<file path="src/rtl/ship_placer_grid_if.sv">
`default_nettype none
// ============================================================================
// Module   : ship_placer_grid_if
// Purpose  : Bundles the control, placement-request and board signals that
//            connect the ship placer to its environment.
// Ports    : master - drives enable/num_ships/init_grid/place/row/col/orient,
//                     observes grid/busy/placed/reject/ships_left/done
//            slave  - the ship placer side (directions reversed)
// Config   : SHIP_VERTICAL_EN (consumed by ship_placer_grid; the signal
//            list here is identical with or without it)
// Revision : 1.0 - initial release
// ============================================================================
interface ship_placer_grid_if #(
    parameter int GRID_N   = 5,
    parameter int MAX_SHIP = 5
);
    localparam int CELL_W = $clog2(MAX_SHIP + 1);
    localparam int IDX_W  = $clog2(GRID_N);
    localparam int GRID_W = GRID_N * GRID_N * CELL_W;

    logic              enable;
    logic [2:0]        num_ships;
    logic [GRID_W-1:0] init_grid;
    logic              place;
    logic [IDX_W-1:0]  row;
    logic [IDX_W-1:0]  col;
    logic              orient;
    logic [GRID_W-1:0] grid;
    logic              busy;
    logic              placed;
    logic              reject;
    logic [2:0]        ships_left;
    logic              done;

    modport master (
        output enable, num_ships, init_grid, place, row, col, orient,
        input  grid, busy, placed, reject, ships_left, done
    );

    modport slave (
        input  enable, num_ships, init_grid, place, row, col, orient,
        output grid, busy, placed, reject, ships_left, done
    );
endinterface
`default_nettype wire

</file>
<file path="src/rtl/ship_placer_grid.sv">
`default_nettype none
// ============================================================================
// Module   : ship_placer_grid
// Purpose  : Places a fleet of ships (lengths ships_left down to 1) on a
//            GRID_N x GRID_N board. Each request is bounds-checked, then
//            overlap-checked one cell per cycle, then written one cell per
//            cycle; every try ends in a placed or reject pulse.
// Ports    : clk   - system clock
//            reset - synchronous, active-high reset
//            bus   - ship_placer_grid_if.slave (enable, num_ships, init_grid,
//                    place, row, col, orient in; grid, busy, placed, reject,
//                    ships_left, done out)
// Config   : SHIP_VERTICAL_EN - when defined, orient=1 places ships toward
//            row 0; when undefined orient is ignored and all ships are
//            horizontal (toward col 0).
// Revision : 1.0 - initial release
// ============================================================================
module ship_placer_grid #(
    parameter int GRID_N   = 5,
    parameter int MAX_SHIP = 5
) (
    input wire clk,
    input wire reset,
    ship_placer_grid_if.slave bus
);
    localparam int CELL_W = $clog2(MAX_SHIP + 1);
    localparam int IDX_W  = $clog2(GRID_N);
    localparam int NCELL  = GRID_N * GRID_N;
    localparam int CIDX_W = $clog2(NCELL);

    typedef enum logic [2:0] {
        S_IDLE   = 3'd0,
        S_LOAD   = 3'd1,
        S_WAIT   = 3'd2,
        S_CHECK  = 3'd3,
        S_WRITE  = 3'd4,
        S_ACK    = 3'd5,
        S_REJECT = 3'd6,
        S_DONE   = 3'd7
    } state_t;

    state_t             r_state;
    logic [CELL_W-1:0]  r_cells [NCELL];
    logic [IDX_W-1:0]   r_row;
    logic [IDX_W-1:0]   r_col;
    logic [2:0]         r_k;
    logic [2:0]         r_ships_left;
    logic               r_busy;
    logic               r_placed;
    logic               r_reject;
    logic               r_done;
`ifdef SHIP_VERTICAL_EN
    logic               r_orient;
`endif

    logic               w_eff_orient;
    logic [IDX_W-1:0]   w_axis;
    logic               w_oob;
    logic [2:0]         w_load_left;
    logic [2:0]         w_len_m1;
    logic [CELL_W-1:0]  w_len_cell;
    logic [IDX_W-1:0]   w_cell_row;
    logic [IDX_W-1:0]   w_cell_col;
    logic [CIDX_W-1:0]  w_cell_idx;
    logic               w_cell_busy;

    // ------------------------------------------------------------------
    // Request qualification (evaluated on the live inputs while in WAIT)
    // ------------------------------------------------------------------
`ifdef SHIP_VERTICAL_EN
    assign w_eff_orient = bus.orient;
    assign w_axis       = bus.orient ? bus.row : bus.col;
`else
    wire w_unused_orient = bus.orient;
    assign w_eff_orient = 1'b0;
    assign w_axis       = bus.col;
`endif

    // The ship occupies anchor, anchor-1, ..., anchor-(L-1) along its axis,
    // so comparing the anchor against L-1 keeps all index math non-negative.
    assign w_oob = (int'(bus.row) >= GRID_N) ||
                   (int'(bus.col) >= GRID_N) ||
                   (int'(w_axis) < int'(r_ships_left) - 1);

    assign w_load_left = (int'(bus.num_ships) > MAX_SHIP) ? 3'(MAX_SHIP)
                                                          : bus.num_ships;
    assign w_len_m1    = r_ships_left - 3'd1;
    assign w_len_cell  = CELL_W'(r_ships_left);

    // ------------------------------------------------------------------
    // Address of cell k of the ship being checked or written
    // ------------------------------------------------------------------
    always_comb begin
        w_cell_row = r_row;
        w_cell_col = r_col - IDX_W'(r_k);
`ifdef SHIP_VERTICAL_EN
        if (r_orient) begin
            w_cell_row = r_row - IDX_W'(r_k);
            w_cell_col = r_col;
        end
`endif
        w_cell_idx = CIDX_W'(w_cell_row) * CIDX_W'(GRID_N) + CIDX_W'(w_cell_col);
    end

    assign w_cell_busy = (r_cells[w_cell_idx] != '0);

    // ------------------------------------------------------------------
    // Placement FSM
    // ------------------------------------------------------------------
    always_ff @(posedge clk) begin
        if (reset) begin
            r_state      <= S_IDLE;
            for (int i = 0; i < NCELL; i++) begin
                r_cells[i] <= '0;
            end
            r_row        <= '0;
            r_col        <= '0;
            r_k          <= '0;
            r_ships_left <= '0;
            r_busy       <= 1'b0;
            r_placed     <= 1'b0;
            r_reject     <= 1'b0;
            r_done       <= 1'b0;
`ifdef SHIP_VERTICAL_EN
            r_orient     <= 1'b0;
`endif
        end else if (!bus.enable) begin
            // Leaving the placement phase abandons any ship in flight;
            // the board keeps whatever has already been written.
            r_state  <= S_IDLE;
            r_busy   <= 1'b0;
            r_placed <= 1'b0;
            r_reject <= 1'b0;
            r_done   <= 1'b0;
        end else begin
            case (r_state)
                S_IDLE: begin
                    r_state <= S_LOAD;
                end
                S_LOAD: begin
                    for (int i = 0; i < NCELL; i++) begin
                        r_cells[i] <= bus.init_grid[i*CELL_W +: CELL_W];
                    end
                    r_ships_left <= w_load_left;
                    if (w_load_left == 3'd0) begin
                        r_done  <= 1'b1;
                        r_state <= S_DONE;
                    end else begin
                        r_state <= S_WAIT;
                    end
                end
                S_WAIT: begin
                    if (bus.place) begin
                        r_row  <= bus.row;
                        r_col  <= bus.col;
                        r_k    <= '0;
                        r_busy <= 1'b1;
`ifdef SHIP_VERTICAL_EN
                        r_orient <= w_eff_orient;
`endif
                        if (w_oob) begin
                            r_reject <= 1'b1;
                            r_state  <= S_REJECT;
                        end else begin
                            r_state  <= S_CHECK;
                        end
                    end
                end
                S_CHECK: begin
                    if (w_cell_busy) begin
                        r_reject <= 1'b1;
                        r_state  <= S_REJECT;
                    end else if (r_k == w_len_m1) begin
                        r_k     <= '0;
                        r_state <= S_WRITE;
                    end else begin
                        r_k <= r_k + 3'd1;
                    end
                end
                S_WRITE: begin
                    r_cells[w_cell_idx] <= w_len_cell;
                    if (r_k == w_len_m1) begin
                        r_placed <= 1'b1;
                        r_state  <= S_ACK;
                    end else begin
                        r_k <= r_k + 3'd1;
                    end
                end
                S_ACK: begin
                    r_placed     <= 1'b0;
                    r_busy       <= 1'b0;
                    r_ships_left <= r_ships_left - 3'd1;
                    if (r_ships_left == 3'd1) begin
                        r_done  <= 1'b1;
                        r_state <= S_DONE;
                    end else begin
                        r_state <= S_WAIT;
                    end
                end
                S_REJECT: begin
                    r_reject <= 1'b0;
                    r_busy   <= 1'b0;
                    r_state  <= S_WAIT;
                end
                S_DONE: begin
                    r_state <= S_DONE;
                end
                default: begin
                    r_state <= S_IDLE;
                end
            endcase
        end
    end

    // ------------------------------------------------------------------
    // Outputs
    // ------------------------------------------------------------------
    for (genvar gi = 0; gi < NCELL; gi++) begin : g_pack
        assign bus.grid[gi*CELL_W +: CELL_W] = r_cells[gi];
    end

    assign bus.busy       = r_busy;
    assign bus.placed     = r_placed;
    assign bus.reject     = r_reject;
    assign bus.ships_left = r_ships_left;
    assign bus.done       = r_done;

endmodule
`default_nettype wire

</file>
<file path="src/flat_wrapper.sv">
// flat-port wrapper written by rule: the top's interface ports become plain ports
module ship_placer_grid_flat 
#(
    parameter int GRID_N   = 5,
    parameter int MAX_SHIP = 5
)
  (clk, reset, bus_enable, bus_num_ships, bus_init_grid, bus_place, bus_row, bus_col, bus_orient, bus_grid, bus_busy, bus_placed, bus_reject, bus_ships_left, bus_done);
  ship_placer_grid_if #(.GRID_N(GRID_N), .MAX_SHIP(MAX_SHIP)) bus_i ();
  input wire clk;
  input wire reset;
  input wire logic [$bits(bus_i.enable)-1:0] bus_enable;
  input wire logic [$bits(bus_i.num_ships)-1:0] bus_num_ships;
  input wire logic [$bits(bus_i.init_grid)-1:0] bus_init_grid;
  input wire logic [$bits(bus_i.place)-1:0] bus_place;
  input wire logic [$bits(bus_i.row)-1:0] bus_row;
  input wire logic [$bits(bus_i.col)-1:0] bus_col;
  input wire logic [$bits(bus_i.orient)-1:0] bus_orient;
  output wire logic [$bits(bus_i.grid)-1:0] bus_grid;
  output wire logic [$bits(bus_i.busy)-1:0] bus_busy;
  output wire logic [$bits(bus_i.placed)-1:0] bus_placed;
  output wire logic [$bits(bus_i.reject)-1:0] bus_reject;
  output wire logic [$bits(bus_i.ships_left)-1:0] bus_ships_left;
  output wire logic [$bits(bus_i.done)-1:0] bus_done;
  assign bus_i.enable = bus_enable;
  assign bus_i.num_ships = bus_num_ships;
  assign bus_i.init_grid = bus_init_grid;
  assign bus_i.place = bus_place;
  assign bus_i.row = bus_row;
  assign bus_i.col = bus_col;
  assign bus_i.orient = bus_orient;
  assign bus_grid = bus_i.grid;
  assign bus_busy = bus_i.busy;
  assign bus_placed = bus_i.placed;
  assign bus_reject = bus_i.reject;
  assign bus_ships_left = bus_i.ships_left;
  assign bus_done = bus_i.done;
  ship_placer_grid #(.GRID_N(GRID_N), .MAX_SHIP(MAX_SHIP)) u_core (.clk(clk), .reset(reset), .bus(bus_i));
endmodule
</file>
<file path="config.mk">
export PLATFORM = sky130hd
export DESIGN_NAME = ship_placer_grid_flat
export DESIGN_NICKNAME = d
export VERILOG_FILES = /design/src/rtl/ship_placer_grid_if.sv /design/src/rtl/ship_placer_grid.sv /design/src/flat_wrapper.sv
export SDC_FILE = /design/constraint.sdc
export NUM_CORES = 1
export LEC_CHECK = 0
export BUFFER_PORTS_ARGS = -buffer_cell sky130_fd_sc_hd__buf_2
export CAP_MARGIN = 20
export CORE_MARGIN = 3
export CORE_UTILIZATION = 30
export CTS_BUF_LIST = sky130_fd_sc_hd__clkbuf_8
export CTS_CLUSTER_SIZE = 20
export DETAILED_ROUTE_END_ITERATION = 10
export PLACE_DENSITY = 0.51
export SETUP_SLACK_MARGIN = 0.1
export SKIP_LAST_GASP = 1
export SYNTH_ARGS = -nofsm -noshare
export SYNTH_HDL_FRONTEND = slang
export SYNTH_SLANG_ARGS = --single-unit
</file>
<file path="constraint.sdc">
create_clock -name clk -period 12.1 [get_ports clk]
set_input_delay 0.605 -clock clk [delete_from_list [all_inputs] [get_ports clk]]
set_output_delay 0.605 -clock clk [all_outputs]
set_load 0.02 [all_outputs]
</file>
==> results of run 1 <==
==> final cells by class <==
class | instances | area share
timing repair buffer | 172 | 0.115
clock buffer | 17 | 0.0311
sequential | 115 | 0.433
clock inverter | 15 | 0.0252
inverter | 9 | 0.00448
tap | 265 | 0.0440
multi-input combinational | 430 | 0.347
==> power by group through the flow <==
stage / clock network, mW / registers (mW) / logic, mW
2_1_floorplan: 0 / 0.485 / 0.0434
3_3_place_gp: 0 / 0.470 / 0.109
3_5_place_dp: 0 / 0.470 / 0.110
4_1_cts: 0.397 / 0.461 / 0.111
5_1_grt: 0.414 / 0.463 / 0.119
6_report: 0.391 / 0.461 / 0.110
==> metal layers <==
layer  vias up  track usage  wire [um]  part of all wire
li1       2486            -          -                 -
met1      2534        0.230       8370              0.42
met2       208        0.303       9970              0.50
met3        32       0.0389       1250             0.062
met4         4       0.0652        408             0.020
met5         -            0         21            0.0010
==> flip-flops by register name (all words and copies together), names as in the netlist, 3 cells and up <==
| register | count |
|---|---|
| u_core.r_cells | 96 |
| u_core.bus.ships_left | 3 |
| u_core.r_col | 3 |
| u_core.r_k | 3 |
| u_core.r_row | 3 |
| u_core.r_state | 3 |
==> path summary, 6_finish.rpt <==
kind / startpoint / endpoint / slack, ns / depth (start not counted)
worst max-delay path: u_core.r_k[0]$_SDFFE_PP0P_ / u_core.r_k[0]$_SDFFE_PP0P_ / 6.81 / 16
worst min-delay path: bus_row[1] / u_core.r_row[1]$_SDFFE_PP0P_ / 0.43 / 3
worst max register to register: u_core.r_k[0]$_SDFFE_PP0P_ / u_core.r_k[0]$_SDFFE_PP0P_ / 6.81 / 16
worst min register to register: u_core.bus.done$_SDFFE_PP0P_ / u_core.bus.done$_SDFFE_PP0P_ / 0.48 / 2
==> placed cells by master (no fill, tap or decap), types with 16 or more instances in the layout <==
cell / count
edfxtp_1: 96
nand2_1: 98
a211oi_1: 16
nor3_1: 29
clkbuf_8: 17
o21ai_0: 59
nand3b_1: 23
o21ai_1: 19
dfxtp_1: 19
nor2_1: 53
buf_2: 169
==> worst max-delay path: cells and delay by family, from the launching register on <==
family,cells,cell delay [ns]
flip-flops,1,0.43
buffers and inverters,2,0.43
AO/OA/AOI/OAI,3,0.60
AND/OR/NAND/NOR,2,0.39
XOR/XNOR,2,0.30
adder cells (fa/ha/maj),4,1.87
multiplexers,3,1.11
==> cell families after synthesis <==
kind of cell,after synthesis
mux,19
flops,115
simple gates,254
xor+xnor,9
buf+inv,41
fa+ha+maj,16
compound gates,132
==> synth_stat cells (all sizes together), types with 9 or more instances <==
master	instances	area share
a211oi	16	0.020
edfxtp	96	0.48
nor2	53	0.033
inv	9	0.0056
nand2	98	0.061
a21oi	13	0.013
o21ai	78	0.065
nor3	30	0.025
nand3b	23	0.029
nand2b	11	0.011
dfxtp	19	0.063
and3	10	0.010
clkbuf	28	0.017
ha	14	0.029
==> metrics by stage <==
stage / std cells / hold slack [ns] / area [um2] / utilization / power [mW]
finish: 1023 / 0.433 / 7530 / 0.385 / 0.962
global route: 1023 / 0.426 / 7530 / 0.385 / 0.997
CTS: 1023 / 0.408 / 7530 / 0.385 / 0.969
detailed placement: 991 / 0.470 / 7110 / 0.363 / 0.580
global placement: 991 / 0.456 / 7110 / 0.363 / 0.579
floorplan: 586 / 0.463 / 6030 / - / 0.528
==> out/metrics.json, run 1 <==
{
  "run_status": {"value": "complete, no violations"},
  "internal-power": {"value": 0.710, "unit": "mW"},
  "timing_max_transition_violations_final": {"value": 0},
  "number_of_global_route_vias_before_repair": {"value": 5361},
  "finalWorstSetupSlack": {"value": 6.81, "unit": "ns"},
  "ys_seq_area_frac": {"value": 0.541},
  "combined_flip_flop_and_latch_cell_area": {"value": 0.00326, "unit": "mm2"},
  "multi_input_area": {"value": 0.00261, "unit": "mm2"},
  "path_max_fanout": {"value": 27},
  "worst_slew_margin_rel": {"value": 0.263},
  "syn-mean-instance-area": {"value": 10.3, "unit": "um2"},
  "crit_type": {"value": "reg -> reg"},
  "share_of_cells_above_drive_strength_1": {"value": 0.289},
  "grtUsageTotal": {"value": 0.180},
  "timing.critical_path.required": {"value": 12.40, "unit": "ns"},
  "synthesis.nets": {"value": 691},
  "insertion_delay": {"value": 0.44, "unit": "ns"},
  "die_y_extent": {"value": 148, "unit": "um"},
  "antenna_left": {"value": 0},
  "power.density": {"value": 128, "unit": "mW/mm2"},
  "route.detailed.vias_per_inst": {"value": 5.15},
  "dieArea": {"value": 0.0218, "unit": "mm2"},
  "drc_errors": {"value": 0},
  "timing.critical_path.from_type": {"value": "flop"},
  "synth.cell_area": {"value": 0.00603, "unit": "mm2"},
  "number_of_synthesized_flops_with_an_enable_pin": {"value": 96},
  "synth_xor_xnor_area_share": {"value": 0.0131},
  "grt_remaining_overflow": {"value": 0},
  "fillerInstances": {"value": 1983},
  "antenna_cells": {"value": 0},
  "max-vdd-ir-drop": {"value": 0.0000613, "unit": "V"},
  "numClockSinks": {"value": 115},
  "hpwl": {"value": 14500, "unit": "um"},
  "yosys.area_share.simple": {"value": 0.200},
  "drt_wl_total": {"value": 20000, "unit": "um"},
  "path_clk_slew": {"value": 0.07, "unit": "ns"},
  "p_seq_frac": {"value": 0.479},
  "net-switching-power": {"value": 0.252, "unit": "mW"},
  "worstHoldPathType": {"value": "in -> reg"},
  "power.combinational.fraction": {"value": 0.114},
  "width_of_the_die": {"value": 148, "unit": "um"},
  "max_stage_delay": {"value": 1.01, "unit": "ns"},
  "critical_path_cell_by_cell": {"value": "ha_1, inv_1, fa_1, xor2_1, xnor2_1, ha_1, fa_2, buf_4, mux4_2, mux4_2, or3_1, o311ai_1, o41ai_2, a21oi_4, mux2i_1, nor2_1"},
  "finalWorstPathRequiredPeriod": {"value": 5.29, "unit": "ns"},
  "cts_htree_levels": {"value": 4},
  "crit_slowest_cell": {"value": "fa_2"},
  "worstPathArrival": {"value": 5.58, "unit": "ns"},
  "clock_tree_from_tritoncts": {"value": "yes"},
  "report.final.hold_viol_count": {"value": 0},
  "grt_antenna_before_repair": {"value": 2},
  "cap_violations": {"value": 0},
  "power.share.clock": {"value": 0.406},
  "cts_setup_buffers": {"value": 0},
  "drt-initial-drc-count": {"value": 346},
  "buffer_ports.inserted": {"value": 169},
  "synth_top_family_by_area": {"value": "simple AND/OR/NAND/NOR gates"},
  "synth-async-reset-ratio": {"value": 0},
  "yosysWarnings": {"value": 0},
  "gpl.final_weighted_congestion": {"value": 0.838},
  "placeableCoreArea": {"value": 0.0196, "unit": "mm2"},
  "postSynth.topFlopCell": {"value": "edfxtp_1"},
  "setup_violations": {"value": 0},
  "postSynthRegisterBits": {"value": 115},
  "layout.nets": {"value": 850},
  "yosys.area_share.adder": {"value": 0.0357},
  "clockRootBuffer": {"value": "clkbuf_8"},
  "ys_types": {"value": 50},
  "placement_setup_slack": {"value": 6.88, "unit": "ns"},
  "netSwitchingFraction": {"value": 0.262},
  "grt_first_pass_wirelength": {"value": 30100, "unit": "um"},
  "synthCells": {"value": 586},
  "cts_inserted_buffers": {"value": 17},
  "detail_route.first_pass.iterations": {"value": 5},
  "tightest_slew": {"value": 1.10, "unit": "ns"},
  "setup_total_negative_slack": {"value": 0, "unit": "ns"},
  "placement_rows": {"value": 51},
  "io-pin-count": {"value": 171},
  "final.setup_skew": {"value": 0.0144, "unit": "ns"},
  "clock.fmax": {"value": 189, "unit": "MHz"},
  "route.detailed.wl_per_inst": {"value": 19.6, "unit": "um"},
  "grt_setup_unrepaired": {"value": "false"},
  "post_synth_mux_area_share": {"value": 0.0488},
  "cts_max_path_buffers": {"value": 2},
  "cts-resized-gates": {"value": 0},
  "floorplan.initialDensity": {"value": 0.308},
  "cts_hold_buf": {"value": 0},
  "worst_setup_path_end_kind": {"value": "flop"},
  "period_share": {"value": 0.437},
  "pin_count_of_the_biggest_net_entering_global_routing": {"value": 55},
  "leakagePower": {"value": 3.01, "unit": "nW"},
  "dr_total_vias": {"value": 5264},
  "area.growth.synth_to_final": {"value": 25.0, "unit": "%"},
  "synth_compound_gate_area_share": {"value": 0.134}
}
No activity file was read; power rests on OpenSTA's default activity.
==> run 2, diff against run 1 <==
--- a/config.mk
+++ b/config.mk
@@ -12,7 +12,7 @@
 export CTS_BUF_LIST = sky130_fd_sc_hd__clkbuf_8
 export CTS_CLUSTER_SIZE = 20
 export DETAILED_ROUTE_END_ITERATION = 10
-export PLACE_DENSITY = 0.51
+export PLACE_DENSITY = 0.53
 export SETUP_SLACK_MARGIN = 0.1
 export SKIP_LAST_GASP = 1
 export SYNTH_ARGS = -nofsm -noshare
==> constraint.sdc (replaced) <==
create_clock -name clk -period 4.5 [get_ports clk]
set_input_delay 0.225 -clock clk [delete_from_list [all_inputs] [get_ports clk]]
set_output_delay 0.225 -clock clk [all_outputs]
set_load 0.02 [all_outputs]
==> run 2 against run 1 <==
Effect of this change: critical path type unchanged; first-iteration DRC count fell by 22%; clock skew up 0.0023 ns; clock power grew 140%; maximum frequency grew 21%.
==> out/metrics.json, run 2 (synthesis gave the netlist of run 1 again) <==
{
  "gpl.final_weighted_congestion": {"value": 0.818, "change": "-2.4%"},
  "dieArea": {"value": 0.0218, "unit": "mm2", "change": "unchanged"},
  "worstHoldPathType": {"value": "in -> reg"},
  "fin_total_pwr": {"value": 2.49, "unit": "mW", "change": "+160%"},
  "grt_remaining_overflow": {"value": 0, "change": "unchanged"},
  "numClockSinks": {"value": 115, "change": "unchanged"},
  "path_max_fanout": {"value": 8, "change": "-70%"},
  "route.layer.met1.wl": {"value": 8530, "unit": "um", "change": "+1.9%"},
  "final_core_util": {"value": 0.399, "change": "+0.0146"},
  "flip_flop_count_of_the_largest_register_all_copies_and_words_added": {"value": 96, "change": "unchanged"},
  "post_dp_cell_area": {"value": 0.00725, "unit": "mm2", "change": "+2.0%"},
  "power.density": {"value": 318, "unit": "mW/mm2", "change": "+150%"},
  "wl_met3": {"value": 1200, "unit": "um", "change": "-3.5%"},
  "crit_type": {"value": "reg -> reg"},
  "layout.nets": {"value": 875, "change": "+2.9%"},
  "ff_to_ff_path_depth": {"value": 17, "change": "+1"},
  "hold_depth": {"value": 3, "change": "unchanged"},
  "insertion_delay": {"value": 0.46, "unit": "ns", "change": "+0.02 ns"},
  "largest-register": {"value": "u_core.r_cells"},
  "clockRootBuffer": {"value": "clkbuf_8"},
  "share_of_cells_above_drive_strength_1": {"value": 0.335, "change": "+0.0457"},
  "hpwl": {"value": 14400, "unit": "um", "change": "-0.81%"},
  "worst_setup_path_end_kind": {"value": "flop"},
  "path_clk_slew": {"value": 0.07, "unit": "ns", "change": "about the same"},
  "pin_count_of_the_biggest_net_entering_global_routing": {"value": 52, "change": "-5.5%"},
  "hold_start": {"value": "bus_row[0]"},
  "grt_antenna_before_repair": {"value": 1, "change": "-1"},
  "route.detailed.wl_per_inst": {"value": 18.8, "unit": "um", "change": "-3.8%"},
  "grtUsageTotal": {"value": 0.181, "change": "+0.000635"},
  "period_share": {"value": 0.968, "change": "+0.531"},
  "drt-initial-drc-count": {"value": 271, "change": "-22%"},
  "setup_violations": {"value": 0, "change": "unchanged"},
  "setup_total_negative_slack": {"value": 0, "unit": "ns", "change": "unchanged"},
  "hold_ws": {"value": 0.0277, "unit": "ns", "change": "-0.406 ns"},
  "tightest_slew": {"value": 0.708, "unit": "ns", "change": "-0.395 ns"},
  "grt_setup_unrepaired": {"value": "true"},
  "width_of_the_die": {"value": 148, "unit": "um", "change": "unchanged"},
  "drt_wl_total": {"value": 19700, "unit": "um", "change": "-1.4%"},
  "antenna_left": {"value": 0, "change": "unchanged"},
  "clock_tree_from_tritoncts": {"value": "yes"},
  "final_cell_area": {"value": 0.00782, "unit": "mm2", "change": "+3.8%"},
  "drc_errors": {"value": 0, "change": "unchanged"},
  "finalWorstPathRequiredPeriod": {"value": 4.36, "unit": "ns", "change": "-0.933 ns"},
  "final.setup_skew": {"value": 0.0167, "unit": "ns", "change": "+0.00233 ns"},
  "route.met2.wl": {"value": 9560, "unit": "um", "change": "-4.1%"},
  "worstPathArrival": {"value": 4.66, "unit": "ns", "change": "-0.92 ns"},
  "buffer_ports.inserted": {"value": 169, "change": "unchanged"},
  "worst_r2r_endpoint": {"value": "u_core.r_k[0]$_SDFFE_PP0P_"},
  "timing.critical_path.required": {"value": 4.80, "unit": "ns", "change": "-7.60 ns"},
  "cap_violations": {"value": 0, "change": "unchanged"},
  "placeableCoreArea": {"value": 0.0196, "unit": "mm2", "change": "unchanged"},
  "dr_total_vias": {"value": 5243, "change": "-0.40%"},
  "leakagePower": {"value": 3.12, "unit": "nW", "change": "+3.8%"},
  "route.detailed.vias_per_inst": {"value": 5.00, "change": "-2.9%"},
  "floorplan.initialDensity": {"value": 0.308, "change": "unchanged"},
  "worst_slew_margin_rel": {"value": 0.524, "change": "+0.261"},
  "final_cell_count_no_fill": {"value": 1049, "change": "+2.5%"},
  "ff2ff_setup_slack": {"value": 0.14, "unit": "ns", "change": "-6.67 ns"},
  "regToRegStartpoint": {"value": "u_core.r_col[0]$_SDFFE_PP0P_"},
  "placedCellCount": {"value": 1010, "change": "+1.9%"},
  "cts_max_path_buffers": {"value": 2, "change": "unchanged"},
  "timing.critical_path.from_type": {"value": "flop"},
  "cts_htree_levels": {"value": 4, "change": "unchanged"},
  "final_cell_mix": {"value": "buf_2, nand2_1, edfxtp_1, o21ai_0, nor2_1"},
  "holdPathEnd": {"value": "u_core.r_row[0]$_SDFFE_PP0P_"},
  "report.final.hold_viol_count": {"value": 0, "change": "unchanged"},
  "io-pin-count": {"value": 171, "change": "unchanged"},
  "placement_rows": {"value": 51, "change": "unchanged"},
  "grt_first_pass_wirelength": {"value": 29800, "unit": "um", "change": "-1.1%"},
  "finalWorstSetupSlack": {"value": 0.143, "unit": "ns", "change": "-6.67 ns"},
  "cts_inserted_buffers": {"value": 17, "change": "unchanged"},
  "detail_route.first_pass.iterations": {"value": 5, "change": "unchanged"},
  "die_y_extent": {"value": 148, "unit": "um", "change": "unchanged"},
  "clock.fmax": {"value": 230, "unit": "MHz", "change": "+21%"},
  "placement_setup_slack": {"value": -0.00228, "unit": "ns", "change": "-6.88 ns"},
  "max-vdd-ir-drop": {"value": 0.000182, "unit": "V", "change": "+200%"},
  "highest_layer": {"value": "met4"},
  "timing_max_transition_violations_final": {"value": 0, "change": "unchanged"},
  "layout_commonest_cell": {"value": "buf_2"},
  "area.growth.synth_to_final": {"value": 29.7, "unit": "%"},
  "number_of_global_route_vias_before_repair": {"value": 5217, "change": "-2.7%"},
  "run_status": {"value": "complete, no violations"}
}
[run 2: cell types whose count changed in the layout (fill, tap and decap cells not counted), sizes merged]
cell	previous run	this run
clkinvlp	1	4
bufinv	4	1
inv	11	15
dlygate4sd3	0	1
clkinv	8	4
clkbuf	17	18
buf	172	195
diode	0	1
[run 2: cell type report]
| cell class | count | area (um2) |
|---|---|---|
| diodes | 1 | 2.50 |
| clock buffers | 17 | 234 |
| clock inverters | 15 | 146 |
| fillers | 1973 | 11800 |
| inverters | 9 | 33.8 |
| multi-input cells | 430 | 2720 |
| flip-flops and latches | 115 | 3270 |
| well taps | 265 | 332 |
| repair buffers | 197 | 1090 |
[run 2: how the worst max path moves through the flow]
stage	to	from	cells after the start
3_5_place_dp	u_core.r_k[0]$_SDFFE_PP0P_	u_core.r_col[0]$_SDFFE_PP0P_	16
5_1_grt	u_core.r_k[0]$_SDFFE_PP0P_	u_core.r_col[0]$_SDFFE_PP0P_	17
3_3_place_gp	u_core.r_k[0]$_SDFFE_PP0P_	u_core.r_col[0]$_SDFFE_PP0P_	16
6_report	u_core.r_k[0]$_SDFFE_PP0P_	u_core.r_col[0]$_SDFFE_PP0P_	17
2_1_floorplan	u_core.r_k[0]$_SDFFE_PP0P_	u_core.r_k[0]$_SDFFE_PP0P_	16
4_1_cts	u_core.r_k[0]$_SDFFE_PP0P_	u_core.r_col[0]$_SDFFE_PP0P_	16
[run 2: layer usage]
| layer | up-vias | track usage |
|---|---|---|
| li1 | 2534 | - |
| met3 | 27 | 0.0429 |
| met1 | 2517 | 0.243 |
| met2 | 165 | 0.288 |
| met4 | 0 | 0.0629 |
| met5 | - | 0 |
[run 2: timing repair]
item	in CTS	in global routing
pin swaps	1	4
endpoints found under the hold margin	1	0
setup endpoints to repair	4	7
setup buffers	3	1
gates resized for setup	1	24
gates cloned	0	0
hold buffers	1	0
[run 2: power by group]
group / internal, mW / leakage (nW) / switching (mW)
logic: 0.120 / 1.83 / 0.193
registers: 1.20 / 1.11 / 0.0369
clock network: 0.448 / 0.182 / 0.488
[run 2: worst max-delay path: stages (launching register included)]
cell      delay (ns)
dfxtp_2         0.32
inv_2           0.05
ha_4            0.11
inv_2           0.03
fa_2            0.32
xor2_1          0.15
xnor2_1         0.14
ha_1            0.34
fa_2            0.61
buf_8           0.15
mux4_2          0.35
mux4_2          0.49
or3_4           0.36
o311ai_4        0.09
o41ai_4         0.18
a21oi_4         0.24
mux2i_1         0.20
nor2_1          0.06
